==> src/rtl/datastore_buf.sv <==
// Keyboard digit store: DEPTH slots of DIGIT_W bits, filled by direct-indexed or
// auto-append writes, with backspace, clear, sticky overflow and a lock/commit handshake.
module datastore_buf #(
    parameter int DIGIT_W = 4,
    parameter int DEPTH   = 32,
    parameter int IDX_W   = 5
) (
    input  logic                     clk,
    input  logic                     reset,
    input  logic [DIGIT_W-1:0]       digit_in,
    input  logic [IDX_W-1:0]         index,
    input  logic                     mode,
    input  logic                     write_enable,
    input  logic                     backspace,
    input  logic                     clear,
    input  logic                     lock,
    output logic [DIGIT_W*DEPTH-1:0] datastore_out,
    output logic [IDX_W:0]           count,
    output logic                     empty,
    output logic                     full,
    output logic                     overflow,
    output logic                     locked,
    output logic                     done
);

    localparam int CNT_W = IDX_W + 1;
    localparam logic [CNT_W-1:0] DEPTH_C = CNT_W'(DEPTH);
    localparam logic [CNT_W-1:0] ONE_C   = CNT_W'(1);

    typedef enum logic {
        EDIT   = 1'b0,
        LOCKED = 1'b1
    } state_t;

    state_t               state_q, state_next;
    logic [CNT_W-1:0]     count_q, count_next;
    logic                 overflow_q, overflow_next;
    logic                 done_q, done_next;

    logic [DIGIT_W-1:0]   slot_q [DEPTH];

    // Single write port into the store, shared by direct writes, appends and backspace.
    logic                 clear_all;
    logic                 wr_en;
    logic [IDX_W-1:0]     wr_idx;
    logic [DIGIT_W-1:0]   wr_data;

    logic [CNT_W-1:0]     index_ext;
    logic                 is_empty;
    logic                 is_full;

    assign index_ext = {1'b0, index};
    assign is_empty  = (count_q == '0);
    assign is_full   = (count_q == DEPTH_C);

    // Next-state decode; one action per cycle with clear > lock > backspace > write.
    always_comb begin
        // NOTE: every output of this block gets a default first, so no path leaves
        // a variable unassigned and no latch is inferred.
        state_next    = state_q;
        count_next    = count_q;
        overflow_next = overflow_q;
        done_next     = 1'b0;
        clear_all     = 1'b0;
        wr_en         = 1'b0;
        wr_idx        = '0;
        wr_data       = '0;

        if (clear) begin
            clear_all     = 1'b1;
            state_next    = EDIT;
            count_next    = '0;
            overflow_next = 1'b0;
        end else if (state_q == EDIT) begin
            if (lock) begin
                state_next = LOCKED;
                done_next  = 1'b1;
            end else if (backspace) begin
                // Backspace consumes the cycle even in direct mode, where it is a no-op.
                if (mode && !is_empty) begin
                    count_next = count_q - ONE_C;
                    wr_en      = 1'b1;
                    wr_idx     = IDX_W'(count_q - ONE_C);
                    wr_data    = '0;
                end
            end else if (write_enable) begin
                if (!mode) begin
                    if (index_ext < DEPTH_C) begin
                        wr_en   = 1'b1;
                        wr_idx  = index;
                        wr_data = digit_in;
                        if (index_ext >= count_q) begin
                            count_next = index_ext + ONE_C;
                        end
                    end
                end else if (!is_full) begin
                    wr_en      = 1'b1;
                    wr_idx     = IDX_W'(count_q);
                    wr_data    = digit_in;
                    count_next = count_q + ONE_C;
                end else begin
                    overflow_next = 1'b1;
                end
            end
        end
    end

    // NOTE: sequential state uses non-blocking assignments so every register
    // samples the pre-edge values of the others.
    always_ff @(posedge clk or posedge reset) begin
        if (reset) begin
            state_q    <= EDIT;
            count_q    <= '0;
            overflow_q <= 1'b0;
            done_q     <= 1'b0;
        end else begin
            state_q    <= state_next;
            count_q    <= count_next;
            overflow_q <= overflow_next;
            done_q     <= done_next;
        end
    end

    // NOTE: the store is a flop array, not a RAM, because both reset and clear
    // must zero every slot at once.
    always_ff @(posedge clk or posedge reset) begin
        if (reset) begin
            for (int i = 0; i < DEPTH; i++) begin
                slot_q[i] <= '0;
            end
        end else if (clear_all) begin
            for (int i = 0; i < DEPTH; i++) begin
                slot_q[i] <= '0;
            end
        end else if (wr_en) begin
            for (int i = 0; i < DEPTH; i++) begin
                if (wr_idx == IDX_W'(i)) begin
                    slot_q[i] <= wr_data;
                end
            end
        end
    end

    for (genvar g = 0; g < DEPTH; g++) begin : g_flatten
        assign datastore_out[g*DIGIT_W +: DIGIT_W] = slot_q[g];
    end

    assign count    = count_q;
    assign empty    = is_empty;
    assign full     = is_full;
    assign overflow = overflow_q;
    assign locked   = (state_q == LOCKED);
    assign done     = done_q;

endmodule
==> config.mk <==
export PLATFORM = sky130hd
export DESIGN_NAME = datastore_buf
export DESIGN_NICKNAME = d
export VERILOG_FILES = /design/src/rtl/datastore_buf.sv
export SDC_FILE = /design/constraint.sdc
export NUM_CORES = 1
export LEC_CHECK = 0
export BUFFER_PORTS_ARGS = -buffer_cell sky130_fd_sc_hd__buf_2
export CAP_MARGIN = 20
export CORE_AREA = 3 3 127 129
export DETAILED_ROUTE_END_ITERATION = 10
export DIE_AREA = 0 0 130 132
export PLACE_DENSITY = 0.66
export SYNTH_ARGS = -nofsm -noshare
export SYNTH_HDL_FRONTEND = slang
export SYNTH_SLANG_ARGS = --single-unit
export TNS_END_PERCENT = 30
==> constraint.sdc <==
create_clock -name clk -period 13.1 [get_ports clk]
set_clock_uncertainty 0.15 [all_clocks]
set_input_delay 2.62 -clock clk [delete_from_list [all_inputs] [get_ports clk]]
set_output_delay 2.62 -clock clk [all_outputs]
set_load 0.05 [all_outputs]
; ---- After elaboration in Yosys (flattened, before gate mapping)
; Cells that the tools add are included.
[word_totals]
register_bits = 137
output_inout_bits = 139
[op_classes]
add_sub_neg = 3
order_cmp = 2
n_eq_ne = 37
mux = 83
n_reduce_logical = 77
[op_table]
columns = operator, count
row1 = two-way mux 128 bit, 2
row2 = two-way mux 4 bit, 40
row3 = == test 5 bit (second input constant), 16
row4 = nonzero test 2 bit, 36
row5 = AND reduction 2 bit, 32
row6 = two-way mux 6 bit, 10
row7 = two-way mux 5 bit, 9
row8 = == test 5 x 4 -> 1 bit (second input constant), 8
row9 = two-way mux 1 bit, 22
row10 = == test 5 x 3 -> 1 bit (second input constant), 4
row11 = == test 5 x 2 -> 1 bit (second input constant), 2
row12 = nonzero test 4 bit, 2
row13 = AND reduction 7 bit, 1
row14 = adder 5 x 1 -> 6 bit (second input constant), 1
row15 = adder 6 x 1 -> 6 bit (second input constant), 1
row16 = == test 6 bit (second input constant), 1
row17 = greater-or-equal comparator 5 x 6 -> 1 bit, 1
row18 = logical NOT 6 bit, 1
row19 = < comparator 5 x 6 -> 1 bit (second input constant), 1
row20 = AND reduction 6 bit, 1
row21 = subtractor 6 x 1 -> 6 bit (second input constant), 1
row22 = == test 5 x 1 -> 1 bit (second input constant), 1
row23 = logical NOT 5 bit, 1
row24 = inequality test 2 bit (second input constant), 2
row25 = 6 further kinds, 6

; ---- Depth between registers and ports, before layout
; Gate-level depths: netlist of run 1.
[depth]
depth_word = 12
depth_mapped = 11

; ---- Worst setup path before layout of run 1
; OpenSTA, ideal clock, no wires.
[synth_path]
path_kind = reg-to-output
from = register count_q[0] (netlist: count[0])
to = output empty
t_arrival_ns = 2.350
t_required_ns = 10.330
setup_slack_ns = 7.980
stages_incl_launch_ff = 7
path_buffers = 2
cell_sequence = dfrtp_1 clkbuf_1 inv_1 ha_1 or4b_1 buf_2 nor2_1
[synth_between]
elab_chain_len = 1
[synth_rtl]
columns = item, line_no
row1 = "start, declared", 36  ; logic [CNT_W-1:0] count_q, count_next;
row2 = "start signal, assigned", 118  ; count_q <= count_next;
row3 = logical NOT 6 bit, 53  ; assign is_empty = (count_q == '0);
row4 = "end, declared", 19  ; output logic empty,
; No other way between the ends.

; ---- Worst setup path after layout of run 1
[layout_path]
from = register count_q[0] (netlist: count[0])
to = output full
[layout_between]
elab_chain_len = 1
[layout_rtl]
columns = item, line_no
row1 = == test 6 bit, 54  ; assign is_full = (count_q == DEPTH_C);
row2 = "end, declared", 20  ; output logic full,
; No other way between the ends.

==> impl_metrics.tcl, run 1 <==
set metrics [dict create \
    status "finished clean" \
    finalSetupViolCount 0 \
    area_growth_pct 21.9 \
    crit_fanout 13 \
    synth_top_area_share_pct 50.7 \
    synth_most_common_cell "nand2_1" \
    cts_resized 0 \
    cts_tree "built" \
    rsz0062_at_grt "false" \
    critPathMaxStageDelay_ns 0.66 \
    cpLargestDelayFamily "simple AND/OR/NAND/NOR gates" \
    yosysSeqAreaShare_pct 50.7 \
    drt_wl_total_um 18800 \
    drv_slew 0 \
    num_rows 45 \
    ys_top_cells_by_count "nand2_1, dfrtp_1, mux2i_1, clkbuf_1, inv_1" \
    synth_xor_area_share_pct 0.778 \
    hp-class "reg2reg" \
    arrival_ns 2.50 \
    synthCells 624 \
    synth-seq-cells 137 \
    synthMuxAreaShare_pct 19.4 \
    drtAntennaViolNets 0 \
    synth_compound_area_share_pct 6.68 \
    io_pins 155 \
    die_y_um 132 \
    via_per_inst 5.48 \
    grt_max_degree 77 \
    cts_buffers 17 \
    cts-root-buf "clkbuf_16" \
    cp-end-kind "output pin" \
    dp_hpwl_um 13000 \
    postCtsSetupBuffers 0 \
    synth_area_mm2 0.00676 \
    synth_top_family_by_area "multiplexers" \
    startpoint_type "flop" \
    required_ns 10.33 \
    synth-simple-area-share_pct 17.3 \
    maxCapViolCount 0 \
    yosysWarnings 0 \
    hold_violations 0 \
    grt_first_pass_wirelength_um 30600 \
    yosys.cell_types.count 68 \
    diodes 0 \
    post-route-util_pct 54.4 \
    globalplace.congestion 0.878 \
    core-area_mm2 0.0151 \
    antenna_found_initial 0 \
    min_from "datastore_out[4]$_DFFE_PP0P_" \
    clockBufferDepth 2 \
    num_vias 5258 \
    vdd_drop_max_uv 95.3 \
    grt_pass1_vias 5484 \
    crit_type "reg2out" \
    finalCritPeriodShare_pct 40.3 \
    fmax_mhz 190 \
    reg2reg_depth 8 \
    drc_errors 0 \
    power_per_cell_area_mw_per_mm2 123 \
    rr_endpoint "datastore_out[59]$_DFFE_PP0P_" \
    clock_latency_ns 0.42 \
    path_cells "inv_1 -> ha_1 -> or4b_1 -> nor2_8 -> buf_2" \
    clk_pin_slew_ns 0.06 \
    grt_usage_pct 22.8 \
    critical_path.slowest_cell "or4b_1" \
    die_area_mm2 0.0172 \
    layout.nets 782 \
    clock_sinks 137 \
    synth_adder_area_share_pct 1.48 \
    ff2ff_setup_slack_ns 9.76 \
    worstHoldPathCells 2 \
    slew-limit-headroom_pct 47.0 \
    hold_buffers 0 \
    synth_area_leader_cell "dfrtp_1" \
    synth_flop_cell "dfrtp_1" \
    htree_levels 4 \
    crit_buf_inv 2 \
    start_util_pct 44.6 \
    period_needed_ns 5.27 \
    fin_hold_ws_ns 0.367 \
    tns_ns 0 \
    wire_per_inst_um 19.6 \
    hold_path_end "datastore_out[4]$_DFFE_PP0P_" \
    syn_nets 648 \
    synth_edf_count 0 \
    die_x_um 130 \
    power.leakage_nw 4.21 \
    synth_area_leaders "dfrtp_1, mux2i_1, nand2_1, clkbuf_1, nor2_4" \
    globalRouteOverflowTotal 0 \
    avgSynthCellArea_um2 10.8 \
    ys_async_sr_fraction_pct 100 \
    io_buffers 154 \
    tightest_slew_ns 0.795 \
    r2r-start "count[0]$_DFFE_PP0P_" \
    layout-drive-gt1-share_pct 30.0 \
    drtIter0Drc 400 \
    dr.pass1.iters 5 \
]
cells by family after synthesis:
group / count (synthesis)
compound gates: 55
simple gates: 231
mux: 131
buf+inv: 56
xor+xnor: 6
flops: 137
fa+ha+maj: 8
area by class of cell:
class                      count  area [um^2]
fill                        1327         6910
sequential                   137         3430
multi-input combinational    431         3090
timing repair buffer         160          816
clock buffer                  22          484
tap                          188          235
clock inverter                10          139
inverter                      11         48.8
worst max-delay path by stage:
stage / from / to / slack (ns) / cells past startpoint
4_1_cts: count[0]$_DFFE_PP0P_ / full / 7.82 / 5
3_5_place_dp: clear / datastore_out[125]$_DFFE_PP0P_ / 7.74 / 7
2_1_floorplan: reset / count[0]$_DFFE_PP0P_ / 6.66 / 1
6_report: count[0]$_DFFE_PP0P_ / full / 7.83 / 5
5_1_grt: count[0]$_DFFE_PP0P_ / full / 7.72 / 5
3_3_place_gp: clear / datastore_out[121]$_DFFE_PP0P_ / 7.92 / 7
registers in the layout, indices dropped and copies added, names as in the netlist:
signal,count
overflow,1
count,6
locked,1
datastore_out,128
done,1
worst reg2reg max path, delay by kind of cell, from the launching register on:
| kind | cells | cell delay (ns) |
|---|---|---|
| mux | 1 | 0.15 |
| buf+inv | 2 | 0.57 |
| flops | 1 | 0.57 |
| fa+ha+maj | 1 | 0.16 |
| simple gates | 4 | 1.61 |
power by group:
group	switching [W]	leakage (nW)	internal (W)	total (W)
Clock	0.000182	0.306	0.000320	0.000502
Combinational	0.0000608	1.99	0.0000226	0.0000834
Sequential	0.00000439	1.91	0.000425	0.000429
Total	0.000247	4.21	0.000767	0.00101
through the flow:
stage               std cells  worst slack (ns)  cell area [um^2]  power, W
detailed placement        927              7.74              7620  0.000520
finish                    959              7.83              8240   0.00101
CTS                       959              7.82              8240   0.00102
global route              959              7.72              8240   0.00105
floorplan                 624              6.66              6760  0.000499
global placement          927              7.92              7620  0.000519
cell usage in the layout (no fill, tap or decap), types with 8 or more instances in the layout:
master	n
a21oi_1	9
buf_2	154
clkbuf_16	17
dfrtp_1	137
ha_1	8
inv_1	9
mux2i_1	129
nand2_1	156
nor2_1	10
nor2_4	10
o21ai_0	8
metal layers:
layer,GRT usage [%],vias up,wire [um]
li1,-,2401,-
met1,30.9,2683,8340
met2,36.1,161,9000
met3,6.81,13,1250
met4,5.48,0,219
met5,0,-,0
Power figures use the tool's default switching activity.
==> inputs of run 2 (changes only) <==
==> constraint.sdc (replaced) <==
create_clock -name clk -period 5 [get_ports clk]
set_clock_uncertainty 0.15 [all_clocks]
set_input_delay 1 -clock clk [delete_from_list [all_inputs] [get_ports clk]]
set_output_delay 1 -clock clk [all_outputs]
set_load 0.05 [all_outputs]
==> run 2 against run 1 <==
  * Register-to-register slack got worse by 8.3 ns
  * First-iteration DRC count decreased by 16%
  * Clock-buffer cell count shrank 3
  * Highest routed layer unchanged
  * Power rose to 2.6 times the previous value
  * Sequential share of layout area barely moved
  * Sequential power grew to 2.6 times the previous value
  * Flip-flop and latch count stayed put
  * Final area is essentially flat
  * Combinational power rose to 2.6 times the previous value
  * Global-route usage rose by 0.27 points
  * Via count shrank 0.78%
==> impl_metrics.tcl, run 2 (synthesis results as in run 1) <==
set metrics [dict create \
    status "finished clean" \
    drc_errors 0 \
    tightest_slew_ns 0.964 \
    num_rows 45 \
    hold_violations 0 \
    rsz0062_at_grt "false" \
    htree_levels 4 \
    period_needed_ns 3.69 \
    largest_reg_flops 128 \
    maxCapViolCount 0 \
    layout-drive-gt1-share_pct 29.8 \
    cts_buffers 17 \
    clock_latency_ns 0.41 \
    drtIter0Drc 336 \
    layout.nets 782 \
    critical_path.slowest_cell "or4b_1" \
    power_per_cell_area_mw_per_mm2 326 \
    final_cell_area_mm2 0.00824 \
    globalplace.congestion 0.884 \
    vdd_drop_max_uv 228 \
    io_pins 155 \
    fmax_mhz 271 \
    cts_resized 0 \
    clk_pin_slew_ns 0.06 \
    rr_endpoint "datastore_out[74]$_DFFE_PP0P_" \
    critPathMaxStageDelay_ns 0.70 \
    power.leakage_nw 4.20 \
    globalRouteOverflowTotal 0 \
    r2r-start "count[0]$_DFFE_PP0P_" \
    start_util_pct 44.6 \
    path_cells "inv_1 -> ha_1 -> or4b_1 -> nor2_8 -> buf_2" \
    reg2reg_depth 8 \
    cts-root-buf "clkbuf_16" \
    cpLargestDelayFamily "simple AND/OR/NAND/NOR gates" \
    ff2ff_setup_slack_ns 1.49 \
    cp-end-kind "output pin" \
    required_ns 3.85 \
    tns_ns 0 \
    core-area_mm2 0.0151 \
    wire_per_inst_um 20.0 \
    worstHoldPathCells 2 \
    arrival_ns 2.54 \
    final_cell_mix "nand2_1, buf_2, dfrtp_1" \
    cts_tree "built" \
    postPlaceCellArea_mm2 0.00762 \
    crit_fanout 13 \
    hold_path_end "datastore_out[5]$_DFFE_PP0P_" \
    crit_buf_inv 2 \
    min_from "datastore_out[5]$_DFFE_PP0P_" \
    die_y_um 132 \
    crit_type "reg2out" \
    grt_usage_pct 23.1 \
    fillerInstances 1297 \
    diodes 0 \
    fin_hold_ws_ns 0.369 \
    fin_cells 959 \
    layout_commonest_cell "nand2_1" \
    antenna_found_initial 0 \
    grt_first_pass_wirelength_um 30900 \
    clock_sinks 137 \
    startpoint_type "flop" \
    via_per_inst 5.44 \
    clockBufferDepth 2 \
    grt_pass1_vias 5366 \
    dpl.cell_count 927 \
    dr.pass1.iters 5 \
    drv_slew 0 \
    drtAntennaViolNets 0 \
    hold_buffers 0 \
    die_area_mm2 0.0172 \
    area_growth_pct 22.0 \
    cp.depth 5 \
    postCtsSetupBuffers 0 \
    finalSetupViolCount 0 \
    finalCritPeriodShare_pct 73.9 \
    drt_wl_total_um 19200 \
    hp-class "reg2reg" \
    io_buffers 154 \
    num_vias 5217 \
    die_x_um 130 \
    slew-limit-headroom_pct 35.7 \
    dp_hpwl_um 13200 \
    grt_max_degree 107 \
]
==> run 2: changes by cell type in the layout (fill, tap and decap cells not counted) <==
cell / previous run / this run
clkbuf_8: 4 / 0
clkinv_2: 3 / 1
clkinv_4: 2 / 4
bufinv_16: 3 / 4
clkbuf_1: 1 / 2
clkinvlp_4: 1 / 2
inv_6: 2 / 3
==> run 2: how the worst max path moves through the flow <==
stage	slack, ns	from	to
2_1_floorplan	0.18	reset	count[0]$_DFFE_PP0P_
3_3_place_gp	1.35	mode	datastore_out[81]$_DFFE_PP0P_
3_5_place_dp	1.27	clear	datastore_out[82]$_DFFE_PP0P_
4_1_cts	1.29	count[0]$_DFFE_PP0P_	full
5_1_grt	1.19	count[0]$_DFFE_PP0P_	full
6_report	1.31	count[0]$_DFFE_PP0P_	full
==> run 2: stage by stage <==
stage | utilization (%) | setup slack [ns] | total power (W)
after floorplan | - | 0.182 | 0.00131
after global placement | 50.3 | 1.35 | 0.00136
after detailed placement | 50.3 | 1.27 | 0.00137
after CTS | 54.4 | 1.29 | 0.00271
after global routing | 54.4 | 1.19 | 0.00278
final | 54.4 | 1.31 | 0.00269
==> run 2: per-layer routing <==
layer | GRT usage [%] | vias up | wire length [um]
li1 | - | 2406 | -
met1 | 31.5 | 2642 | 8610
met2 | 36.1 | 147 | 9210
met3 | 6.89 | 22 | 1200
met4 | 5.72 | 0 | 205
met5 | 0 | - | 0
==> run 2: tightest hold or removal path, cell delays in order (launching register included) <==
cell,delay (ns)
dfrtp_1,0.37
nand2_1,0.06
mux2i_1,0.05
==> run 2: final cells by class <==
cell class | count | area (um^2) | share of cell area (%)
multi-input cells | 431 | 3090 | 37.5
flip-flops and latches | 137 | 3430 | 41.6
inverters | 11 | 48.8 | 0.592
well taps | 188 | 235 | 2.85
repair buffers | 160 | 816 | 9.90
clock inverters | 13 | 193 | 2.34
clock buffers | 19 | 433 | 5.25
==> run 2: power breakdown <==
group / internal [W] / switching [W] / leakage [nW]
logic: 0.0000591 / 0.000162 / 1.99
registers: 0.00111 / 0.0000118 / 1.91
clock network: 0.000840 / 0.000499 / 0.298
total: 0.00201 / 0.000673 / 4.20
==> inputs of run 3 (changes only) <==
==> constraint.sdc (replaced) <==
create_clock -name clk -period 3.6 [get_ports clk]
set_clock_uncertainty 0.15 [all_clocks]
set_input_delay 0.72 -clock clk [delete_from_list [all_inputs] [get_ports clk]]
set_output_delay 0.72 -clock clk [all_outputs]
set_load 0.05 [all_outputs]
==> run 3 against run 2 <==
  * Worst hold slack worse by 0.059 ns
  * Combinational power is 43% higher
  * Clock-buffer cell count is the same
  * Critical path type unchanged
  * Largest cell class unchanged
==> impl_metrics.tcl, run 3 (synthesis results as in run 1) <==
set metrics [dict create \
    drc_errors 0 \
    sw_frac_of_total_pct 24.5 \
    crit_fanout 10 \
    power.leakage_nw 4.24 \
    grt_max_degree 87 \
    core-area_mm2 0.0151 \
    dp_hpwl_um 13200 \
    cp-end-kind "output pin" \
    clock_sinks 137 \
    switchingPower_w 0.000885 \
    startpoint_type "flop" \
    tns_ns 0 \
    drtIter0Drc 418 \
    postPlaceCellArea_mm2 0.00770 \
    maxCapViolCount 0 \
    final_cell_area_mm2 0.00830 \
    diodes 0 \
    htree_levels 4 \
    die_x_um 130 \
    path_cells "inv_1 -> ha_1 -> or4b_1 -> nor2_8 -> buf_2" \
    start_util_pct 44.6 \
    via_per_inst 5.45 \
    hold_buffers 0 \
    fmax_mhz 302 \
    vdd_drop_max_uv 327 \
    layout.nets 792 \
    area_growth_pct 22.8 \
    largest_reg_flops 128 \
    required_ns 2.73 \
    drtAntennaViolNets 0 \
    status "finished clean" \
    m1WireLength_um 7820 \
    grt_first_pass_wirelength_um 30200 \
    fillerInstances 1297 \
    final_cell_mix "nand2_1, buf_2, dfrtp_1" \
    clk_pin_slew_ns 0.06 \
    crit_type "reg2out" \
    hp-class "in2async" \
    arrival_ns 2.44 \
    finalSetupViolCount 0 \
    total_power_w 0.00362 \
    die_y_um 132 \
    power_frac_seq_pct 43.0 \
    critical_path.slowest_cell "or4b_1" \
    cts_tree "built" \
    clock_latency_ns 0.42 \
    io_buffers 154 \
    tightest_slew_ns 0.842 \
    rsz0062_at_grt "false" \
    dr_wl_met2_um 9300 \
    postCtsSetupBuffers 0 \
    power.share.clock_pct 48.2 \
    finalCritPeriodShare_pct 92.0 \
    cts_buffers 17 \
    antenna_found_initial 0 \
    hold_violations 0 \
    period_needed_ns 3.31 \
    io_pins 155 \
    cts_resized 0 \
    drv_slew 0 \
    dr_wl_met3_um 1340 \
    cts-root-buf "clkbuf_16" \
    num_rows 45 \
    globalRouteOverflowTotal 0 \
    globalplace.congestion 0.909 \
    critPathMaxStageDelay_ns 0.66 \
    dr.pass1.iters 5 \
    layout-drive-gt1-share_pct 30.8 \
    die_area_mm2 0.0172 \
    layout_commonest_cell "nand2_1" \
    clockBufferDepth 2 \
    routed.top_layer "met4" \
    power_frac_comb_pct 8.7 \
    grt_pass1_vias 5443 \
    num_vias 5273 \
    intPower_w 0.00274 \
    wire_per_inst_um 19.4 \
    grt_usage_pct 22.5 \
    drt_wl_total_um 18800 \
    power_per_cell_area_mw_per_mm2 436 \
    slew-limit-headroom_pct 43.8 \
]
run 3: power by group through the flow:
stage / sequential (W) / clock, W / combinational (W)
5_1_grt: 0.00156 / 0.00186 / 0.000345
6_report: 0.00156 / 0.00175 / 0.000315
4_1_cts: 0.00156 / 0.00177 / 0.000316
2_1_floorplan: 0.00160 / 0 / 0.000218
3_5_place_dp: 0.00159 / 0 / 0.000315
3_3_place_gp: 0.00159 / 0 / 0.000312
run 3: final cells by class:
| class | count | area, um^2 | area share (%) |
|---|---|---|---|
| sequential | 137 | 3430 | 41.3 |
| multi-input combinational | 431 | 3090 | 37.2 |
| timing repair buffer | 170 | 903 | 10.9 |
| clock buffer | 19 | 443 | 5.34 |
| tap | 188 | 235 | 2.84 |
| clock inverter | 12 | 151 | 1.82 |
| inverter | 11 | 47.5 | 0.573 |
run 3: critical path, delay by kind of cell, from the launching register on:
| family | cells | cell delay (ns) |
|---|---|---|
| fa+ha+maj | 1 | 0.16 |
| buf+inv | 2 | 0.48 |
| flops | 1 | 0.51 |
| simple gates | 2 | 0.88 |
run 3: final timing paths:
check                                startpoint                        endpoint  slack [ns]  cells past startpoint
hold / removal                            reset   datastore_out[62]$_DFFE_PP0P_        0.31                      2
hold reg to reg                locked$_DFF_PP0_                  done$_DFF_PP0_        0.37                      1
setup / recovery           count[1]$_DFFE_PP0P_                            full        0.29                      5
max in group asynchronous                 reset            count[5]$_DFFE_PP0P_        2.15                      3
setup reg to reg           count[1]$_DFFE_PP0P_  datastore_out[109]$_DFFE_PP0P_        0.43                      8
min in group clk               locked$_DFF_PP0_                  done$_DFF_PP0_        0.37                      1
run 3: metal layers:
| metal | up-vias | GRT usage, % |
|---|---|---|
| li1 | 2422 | - |
| met1 | 2656 | 29.4 |
| met2 | 167 | 36.0 |
| met3 | 28 | 7.25 |
| met4 | 0 | 6.24 |
| met5 | - | 0 |
run 3: stage by stage:
step	cells	hold slack (ns)	utilization (%)	setup slack, ns
detailed placement	937	0.367	50.9	0.445
global placement	937	0.351	50.9	0.465
floorplan	624	0.607	-	0.380
global route	968	0.359	54.8	0.188
finish	968	0.310	54.8	0.286
CTS	968	0.323	54.8	0.267
